===== src/rtl/alu_arith_pkg.sv =====
// Shared types for the ARMv4 arithmetic unit: op codes, FSM states and
// bit positions of the packed N/Z/C/V flag register.
package alu_arith_pkg;

   typedef enum logic [2:0] {
      OP_ADD = 3'd0,
      OP_ADC = 3'd1,
      OP_SUB = 3'd2,
      OP_SBC = 3'd3,
      OP_RSB = 3'd4,
      OP_MUL = 3'd5
   } alu_op_e;

   typedef enum logic {
      ST_IDLE = 1'b0,
      ST_MUL  = 1'b1
   } alu_state_e;

   localparam int FLAG_V = 0;
   localparam int FLAG_C = 1;
   localparam int FLAG_Z = 2;
   localparam int FLAG_N = 3;
   localparam int FLAG_W = 4;

endpackage


===== src/rtl/alu_addsub_core.sv =====
// Combinational N-bit adder with per-operand inversion, carry-in, carry-out
// and two's-complement overflow taken from the (possibly inverted) adder inputs.
module alu_addsub_core #(
   parameter int N = 32
) (
   input  logic [N-1:0] x,
   input  logic [N-1:0] y,
   input  logic         inv_x,
   input  logic         inv_y,
   input  logic         carry_in,
   output logic [N-1:0] sum,
   output logic         carry_out,
   output logic         overflow
);

   logic [N-1:0] x_eff;
   logic [N-1:0] y_eff;

   assign x_eff = inv_x ? ~x : x;
   assign y_eff = inv_y ? ~y : y;

   assign {carry_out, sum} = {1'b0, x_eff} + {1'b0, y_eff} + {{N{1'b0}}, carry_in};

   assign overflow = (x_eff[N-1] == y_eff[N-1]) && (sum[N-1] != x_eff[N-1]);

endmodule


===== src/rtl/alu_arith_seq.sv =====
// Registered ARM arithmetic unit: single-cycle add-class ops and an N-cycle
// shift-add multiply sharing one adder, with a start/busy/done handshake.
module alu_arith_seq
   import alu_arith_pkg::*;
#(
   parameter int N = 32
) (
   input  logic         clk,
   input  logic         rst_n,
   input  logic         start,
   input  logic [2:0]   op,
   input  logic [N-1:0] a,
   input  logic [N-1:0] b,
   input  logic         c_in,
   output logic [N-1:0] result,
   output logic         flag_n,
   output logic         flag_z,
   output logic         flag_c,
   output logic         flag_v,
   output logic         busy,
   output logic         done
);

   localparam int CW = (N > 2) ? $clog2(N) : 1;
   localparam logic [CW-1:0] LAST_ITER = CW'(N - 1);

   alu_state_e        state_reg;
   alu_state_e        state_next;
   logic [CW-1:0]     cnt_reg;
   logic [N-1:0]      mcand_reg;
   logic [N-1:0]      mplier_reg;
   logic [N-1:0]      acc_reg;
   logic [N-1:0]      result_reg;
   logic [FLAG_W-1:0] flags_reg;
   logic              done_reg;

   alu_op_e      op_sel;
   logic [N-1:0] add_x;
   logic [N-1:0] add_y;
   logic         add_inv_x;
   logic         add_inv_y;
   logic         add_cin;
   logic [N-1:0] add_sum;
   logic         add_cout;
   logic         add_ovf;
   logic         do_arith;
   logic         do_nop;
   logic         load_mul;
   logic         mul_step;
   logic         mul_last;

   assign op_sel = alu_op_e'(op);

   alu_addsub_core #(.N(N)) u_core (
      .x         (add_x),
      .y         (add_y),
      .inv_x     (add_inv_x),
      .inv_y     (add_inv_y),
      .carry_in  (add_cin),
      .sum       (add_sum),
      .carry_out (add_cout),
      .overflow  (add_ovf)
   );

   always_ff @(posedge clk or negedge rst_n) begin
      if (!rst_n) begin
         state_reg <= ST_IDLE;
      end else begin
         state_reg <= state_next;
      end
   end

   // In IDLE the adder sees the live operands; in MUL it accumulates the
   // shifted multiplicand whenever the current multiplier LSB is set.
   always_comb begin
      state_next = state_reg;
      add_x      = a;
      add_y      = b;
      add_inv_x  = 1'b0;
      add_inv_y  = 1'b0;
      add_cin    = 1'b0;
      do_arith   = 1'b0;
      do_nop     = 1'b0;
      load_mul   = 1'b0;
      mul_step   = 1'b0;
      mul_last   = 1'b0;
      case (state_reg)
         ST_IDLE: begin
            if (start) begin
               case (op_sel)
                  OP_ADD: do_arith = 1'b1;
                  OP_ADC: begin
                     add_cin  = c_in;
                     do_arith = 1'b1;
                  end
                  OP_SUB: begin
                     add_inv_y = 1'b1;
                     add_cin   = 1'b1;
                     do_arith  = 1'b1;
                  end
                  OP_SBC: begin
                     add_inv_y = 1'b1;
                     add_cin   = c_in;
                     do_arith  = 1'b1;
                  end
                  OP_RSB: begin
                     add_inv_x = 1'b1;
                     add_cin   = 1'b1;
                     do_arith  = 1'b1;
                  end
                  OP_MUL: begin
                     load_mul   = 1'b1;
                     state_next = ST_MUL;
                  end
                  default: do_nop = 1'b1;
               endcase
            end
         end
         ST_MUL: begin
            add_x    = acc_reg;
            add_y    = mplier_reg[0] ? mcand_reg : '0;
            mul_step = 1'b1;
            if (cnt_reg == LAST_ITER) begin
               mul_last   = 1'b1;
               state_next = ST_IDLE;
            end
         end
         default: state_next = ST_IDLE;
      endcase
   end

   always_ff @(posedge clk or negedge rst_n) begin
      if (!rst_n) begin
         cnt_reg    <= '0;
         mcand_reg  <= '0;
         mplier_reg <= '0;
         acc_reg    <= '0;
         result_reg <= '0;
         flags_reg  <= '0;
         done_reg   <= 1'b0;
      end else begin
         done_reg <= 1'b0;
         if (load_mul) begin
            mcand_reg  <= a;
            mplier_reg <= b;
            acc_reg    <= '0;
            cnt_reg    <= '0;
         end
         if (mul_step) begin
            acc_reg    <= add_sum;
            mcand_reg  <= mcand_reg << 1;
            mplier_reg <= mplier_reg >> 1;
            cnt_reg    <= cnt_reg + CW'(1);
            if (mul_last) begin
               cnt_reg           <= '0;
               result_reg        <= add_sum;
               flags_reg[FLAG_N] <= add_sum[N-1];
               flags_reg[FLAG_Z] <= (add_sum == '0);
               done_reg          <= 1'b1;
            end
         end
         if (do_arith) begin
            result_reg        <= add_sum;
            flags_reg[FLAG_N] <= add_sum[N-1];
            flags_reg[FLAG_Z] <= (add_sum == '0);
            flags_reg[FLAG_C] <= add_cout;
            flags_reg[FLAG_V] <= add_ovf;
            done_reg          <= 1'b1;
         end
         if (do_nop) begin
            done_reg <= 1'b1;
         end
      end
   end

   assign result = result_reg;
   assign flag_n = flags_reg[FLAG_N];
   assign flag_z = flags_reg[FLAG_Z];
   assign flag_c = flags_reg[FLAG_C];
   assign flag_v = flags_reg[FLAG_V];
   assign busy   = (state_reg == ST_MUL);
   assign done   = done_reg;

endmodule

===== config.mk =====
export PLATFORM = sky130hd
export DESIGN_NAME = alu_arith_seq
export DESIGN_NICKNAME = d
export VERILOG_FILES = /design/src/rtl/alu_arith_pkg.sv /design/src/rtl/alu_addsub_core.sv /design/src/rtl/alu_arith_seq.sv
export SDC_FILE = /design/constraint.sdc
export NUM_CORES = 1
export LEC_CHECK = 0
export CORE_MARGIN = 2
export CORE_UTILIZATION = 55
export CTS_BUF_LIST = sky130_fd_sc_hd__clkbuf_8
export DETAILED_ROUTE_END_ITERATION = 8
export GPL_TIMING_DRIVEN = 0
export PLACE_DENSITY = 0.87
export SETUP_SLACK_MARGIN = 0.4
export SLEW_MARGIN = 20
export SYNTH_ARGS = -nofsm -noshare
export SYNTH_HDL_FRONTEND = slang
export SYNTH_SLANG_ARGS = --single-unit
export TNS_END_PERCENT = 1

===== constraint.sdc =====
create_clock -name clk -period 10.5 [get_ports clk]
set_clock_uncertainty 0.1 [all_clocks]
set_input_delay 2.625 -clock clk [delete_from_list [all_inputs] [get_ports clk]]
set_output_delay 2.625 -clock clk [all_outputs]
set_load 0.05 [all_outputs]

==> impl_metrics.yaml <==
power_and_ir_drop:
  ir_drop_mv: 0.1379
  cellPowerDensity_mw_per_mm2: 353.6
  p_leak_nw: 4.814
  p_clk_frac: 0.109
  swShare: 0.5111
  internal_power_mw: 1.869
  p_sw_mw: 1.954
  pwr-share-seq: 0.236
  pwr-share-comb: 0.656
outcome:
  status: "completed"
flow_run:
  cap_viol_max_count: 0
timing:
  fin_crit_sh: 0.7316
  relSlewSlack: 0.4098
  min_period_ps: 7682
  grt_setup_unrepaired: "no"
  timing.fmax_mhz: 130.2
  worst_pin_slew_ps: 885.2
  setup_viol: 0
  hold_viol: 0
  maxSlewViolCount: 0
  setup_tns_ps: 0
drt:
  wire_per_inst_um: 18.50
  vias: 8308
  via_per_inst: 5.909
  drtIter0Drc: 871
  firstDrtPassIters: 6
  dr_wl_met3_um: 2237
  drc_errors: 0
  maxUsedRoutingLayer: "met4"
  wl_met1_um: 11100
  final_antenna_net_count: 0
  wl_met2_um: 11840
  totalWireLength_um: 26020
layout:
  mostFrequentLayoutCells: "nand2_1, dfrtp_1, o21ai_0"
  nFillCells: 1314
  final_common_cell: "nand2_1"
  fin_cells: 1406
  antenna_cells: 0
  drive_gt1_frac: 0.04958
  synthToLayoutAreaGrowth_pct: 19.27
  nets: 1284
clock_tree:
  cts.path.max_buffers: 2
  numCtsBuffers: 17
  clkTransAtPathRegs_ps: 70
  cts_resized: 0
  clk_latency_ps: 460
  ctsHoldBuffers: 0
  postCtsSetupBuffers: 0
  cts_root_buf: "clkbuf_8"
  cts_max_level: 4
  clock-sinks: 138
  cts_tree: "built"
worst_setup_path:
  critPathKind: "in -> reg"
  startpoint_type: "input pin"
  endpoint_kind: "register"
  cp_data_arrival_time_ps: 7980
  crit_required_ps: 10790
  worst-path-max-fanout: 10
grt:
  grt_pass1_wl_um: 41240
  antenna_found_initial: 0
  gr-total-overflow: 0
  grt_pass1_vias: 7986
  grt_max_degree: 76
  grt_usage: 0.2968
floorplan:
  num_io_pins: 109
  die_area_mm2: 0.01752
  die_x_um: 132.4
  start_util: 0.5665
  core_mm2: 0.01600
  num_rows: 46
  dieHeight_um: 132.4
synth:
  synthTopCellsByArea: "dfrtp_1, mux2i_1, nand2_1"
  yosysSeqAreaShare: 0.3810
  yosys_warnings: 0
  synth_edf_count: 0
  synth_top_area_cell: "dfrtp_1"
  synth.distinct_cells: 68
  synthCells: 1050
  synthArstFlopShare: 1.000
  synth_top_flop_cell: "dfrtp_1"
  netlist_area_mm2: 0.009064
  syn_area_per_cell_um2: 8.632
  synth.ff_latch_count: 138
  synth_fp_nets: 1156
  yosys.area.top_type_share: 0.3810
placed_design:
  port_buffers: 108
  place_inst: 1375
  dpl.hpwl_um: 20020
  place_congestion: 0.9237
hold_path:
  hold_path.class: "reg -> reg"
metal layers:
layer  up-vias  GRT usage
li1       3890          -
met1      3914     0.4093
met2       440     0.4678
met3        64    0.04729
met4         0     0.1237
met5         -          0
Yosys cell counts (3+ instances only):
cell type,number
a211oi_1,16
nand4_1,6
nand2_1,225
xnor2_1,65
o21bai_1,5
o21ai_1,10
o21ai_0,108
clkbuf_1,48
nand3_1,8
ha_1,33
a21oi_1,75
buf_1,14
o31a_1,3
nor2b_1,48
a21o_1,5
nor4_1,3
mux2i_1,94
or3_1,3
and3_1,5
dfrtp_1,138
xor2_1,9
inv_1,15
nor2_1,40
mux2_2,3
nor3_1,9
a31oi_1,5
o21a_1,5
kinds of logic (layout without fill, tap and decap cells):
| group | Yosys count | in the layout | share of synthesized area |
|---|---|---|---|
| muxes | 99 | 99 | 0.1100 |
| adders and majority gates | 35 | 35 | 0.04997 |
| buffers and inverters | 80 | 220 | 0.03437 |
| DFF | 138 | 138 | 0.3810 |
| and+or+nand+nor | 364 | 364 | 0.1806 |
| xor gates and xnor gates | 75 | 75 | 0.07330 |
| AOI/OAI and AO/OA | 259 | 259 | 0.1708 |
metrics by stage:
step	cell area (µm²)	hold WS, ps	setup WS (ps)	power [mW]	utilization
after floorplan	9064	352.8	3916	2.673	-
after detailed placement	10450	355.6	2465	3.347	0.6530
after global placement	10420	354.3	1267	3.270	0.6509
final	10810	366.2	2818	3.823	0.6756
after global routing	10810	396.1	2473	4.078	0.6756
after CTS	10810	372.5	2921	3.771	0.6756
worst max-delay path: stages:
cell and delay (ps):
clkdlybuf4s50_1 590, inv_1 80, nor2_1 180, nand2_1 80, nor2_1 520, clkbuf_1 610
xor2_1 180, fa_1 480, fa_1 460, nor2b_4 130, o31a_1 200, o31ai_2 110
a31oi_2 260, a21oi_1 220, o211ai_1 310, a2111o_1 210, o311ai_1 180, a311oi_1 330
nand4_1 130, nand2_1 90
cell type report:
type | instances | area [µm²] | area share
plain buffers | 64 | 251.5 | 0.02326
clock buffers | 19 | 261.5 | 0.02419
multi-input cells | 832 | 5299 | 0.4902
inverters | 16 | 60.06 | 0.005556
flip-flops and latches | 138 | 3453 | 0.3194
clock inverters | 12 | 101.3 | 0.009375
well taps | 216 | 270.3 | 0.02500
repair buffers | 109 | 1114 | 0.1030
path summary, 6_finish.rpt:
path	start	to	slack, ps	cells past startpoint
setup / recovery	op[2]	flags_reg[2]	2820	20
hold / removal	result[18]	result[18]	370	2
setup reg to reg	busy	flags_reg[2]	5130	18
hold reg to reg	result[18]	result[18]	370	2
max in group asynchronous	rst_n	result[26]	7540	2
min in group asynchronous	rst_n	mplier_reg[5]	2040	1
power groups by stage:
stage | clock (mW) | sequential [mW] | combinational [mW]
2_1_floorplan | 0 | 1.10 | 1.57
3_3_place_gp | 0 | 0.894 | 2.38
3_5_place_dp | 0 | 0.906 | 2.44
4_1_cts | 0.416 | 0.897 | 2.46
5_1_grt | 0.436 | 0.924 | 2.72
6_report | 0.415 | 0.901 | 2.51
Note: power is estimated with default switching activity, not from simulation.
==> RTL edit (config.mk and constraints unchanged) <==
Register the outputs `flag_n`, `flag_z`, `flag_c`, `flag_v` and `busy`; this adds one clock of latency there. The other outputs are not delayed to match.
--- a/src/rtl/alu_arith_seq.sv
+++ b/src/rtl/alu_arith_seq.sv
@@ -176,7 +176,9 @@
    assign result = result_reg;
-   assign flag_n = flags_reg[FLAG_N];
-   assign flag_z = flags_reg[FLAG_Z];
-   assign flag_c = flags_reg[FLAG_C];
-   assign flag_v = flags_reg[FLAG_V];
-   assign busy   = (state_reg == ST_MUL);
+   always_ff @(posedge clk) begin
+      flag_n <= flags_reg[FLAG_N];
+      flag_z <= flags_reg[FLAG_Z];
+      flag_c <= flags_reg[FLAG_C];
+      flag_v <= flags_reg[FLAG_V];
+      busy   <= (state_reg == ST_MUL);
+   end
    assign done   = done_reg;
Function: changed (a bounded check fails within 4 cycles, from zero or initial values and one cycle with rst_n low).
==> RTL edit against the original RTL <==
- clock power is 12% higher
- cell count is 0.64% higher
- wire length is 2.4% lower
- area after synthesis is 1.1% higher
- cell area is 1.4% higher
- worst hold slack worse by 0.067 ns
- via count is 0.75% lower
- power is 1.9% higher
- register-to-register slack worse by 0.10 ns
- count of clock-buffer cells in the layout stayed put
- sequential cell count is 5 higher
- setup slack better by 0.059 ns
- sequential power is 2.9% higher
==> RTL edit: results (changes against the original RTL) <==
metric,value,unit,change
r2r-start,state_reg,,was busy
muxShareOfSynthArea,0.109,,was 0.110
yosysSeqAreaShare,0.388,,was 0.381
fin_nets,1289,,"was 1,284"
drive_above_1_share,0.0477,,was 0.0496
status,"finished, final reports clean",,unchanged
synth_area_leaders,"dfrtp_1 (38%), mux2i_1 (10%), nand2_1 (9.2%)",,"was dfrtp_1 (38%), mux2i_1 (10%), nand2_1 (9.3%)"
synthArstFlopShare,0.965,,was 1.00
preCtsSetupSlack,2.43,ns,was 2.47 ns
hold_path.class,reg2reg,,unchanged
placed_cell_area,0.0106,mm²,was 0.0104 mm²
tightest_slew,0.883,ns,was 0.885 ns
p_sw_frac,0.501,,was 0.511
crit_start,start,,was op[2]
hold_start,flags_reg[2],,was result[18]
max_stage_delay,0.65,ns,was 0.61 ns
holdPathEnd,flag_z,,was result[18]
synthesis.nets,1161,,"was 1,156"
grt.met3_usage,0.0632,,was 0.0473
fillCellCount,1305,,"was 1,314"
p_leak,4.89,nW,was 4.81 nW
pwr-share-clk,0.119,,was 0.109
clock_latency,0.49,ns,was 0.46 ns
num_vias,8246,,"was 8,308"
worst-path-max-fanout,10,,unchanged
synth-compound-area-share,0.169,,was 0.171
holdWs,0.299,ns,was 0.366 ns
via_per_inst,5.83,,was 5.91
grt_usage,0.291,,was 0.297
synth.distinct_cells,69,,was 68
grt_first_pass_wirelength,40100,µm,"was 41,200 µm"
drt-pass1-iter-count,5,,was 6
finalWirelength,25400,µm,"was 26,000 µm"
hpwlAfterDp,19800,µm,"was 20,000 µm"
synth_adder_area_share,0.0494,,was 0.0500
reg2reg_slack,5.03,ns,was 5.13 ns
p_clk,0.463,mW,was 0.415 mW
synth_area_per_cell,8.69,µm²,was 8.63 µm²
whs_path_depth,0,,was 2
max_freq,131,MHz,was 130 MHz
cts.clk_slew.worst_paths,0.09,ns,was 0.07 ns
vdd_ir_drop_max,0.186,mV,was 0.138 mV
grtUsageMet1,0.385,,was 0.409
first_iter_violations,766,,was 871
gr-usage-met2,0.469,,was 0.468
grt_pass1_vias,7820,,"was 7,986"
synth_xor_area_frac,0.0725,,was 0.0733
cts_root_buffer,clkbuf_8,,unchanged
p_seq_frac,0.238,,was 0.236
globalplace.congestion,0.933,,was 0.924
==> RTL edit: routing by layer <==
metal	routed length (µm)	vias up
met1	10600	3875
li1	-	3912
met3	2350	62
met5	0	-
met4	798	0
met2	11600	397
==> RTL edit: cells by family after synthesis <==
logic type      Yosys count
xor+xnor                 75
mux                      99
flops                   143
buf+inv                  80
fa+ha+maj                35
compound gates          259
simple gates            364
==> RTL edit: layout make-up <==
type | count | area [µm²] | area share
clock buffers | 19 | 262 | 0.0239
clock inverters | 12 | 146 | 0.0134
flip-flops and latches | 143 | 3550 | 0.324
repair buffers | 109 | 1110 | 0.102
well taps | 220 | 275 | 0.0251
multi-input cells | 832 | 5300 | 0.483
plain buffers | 64 | 251 | 0.0229
inverters | 16 | 60.1 | 0.00548
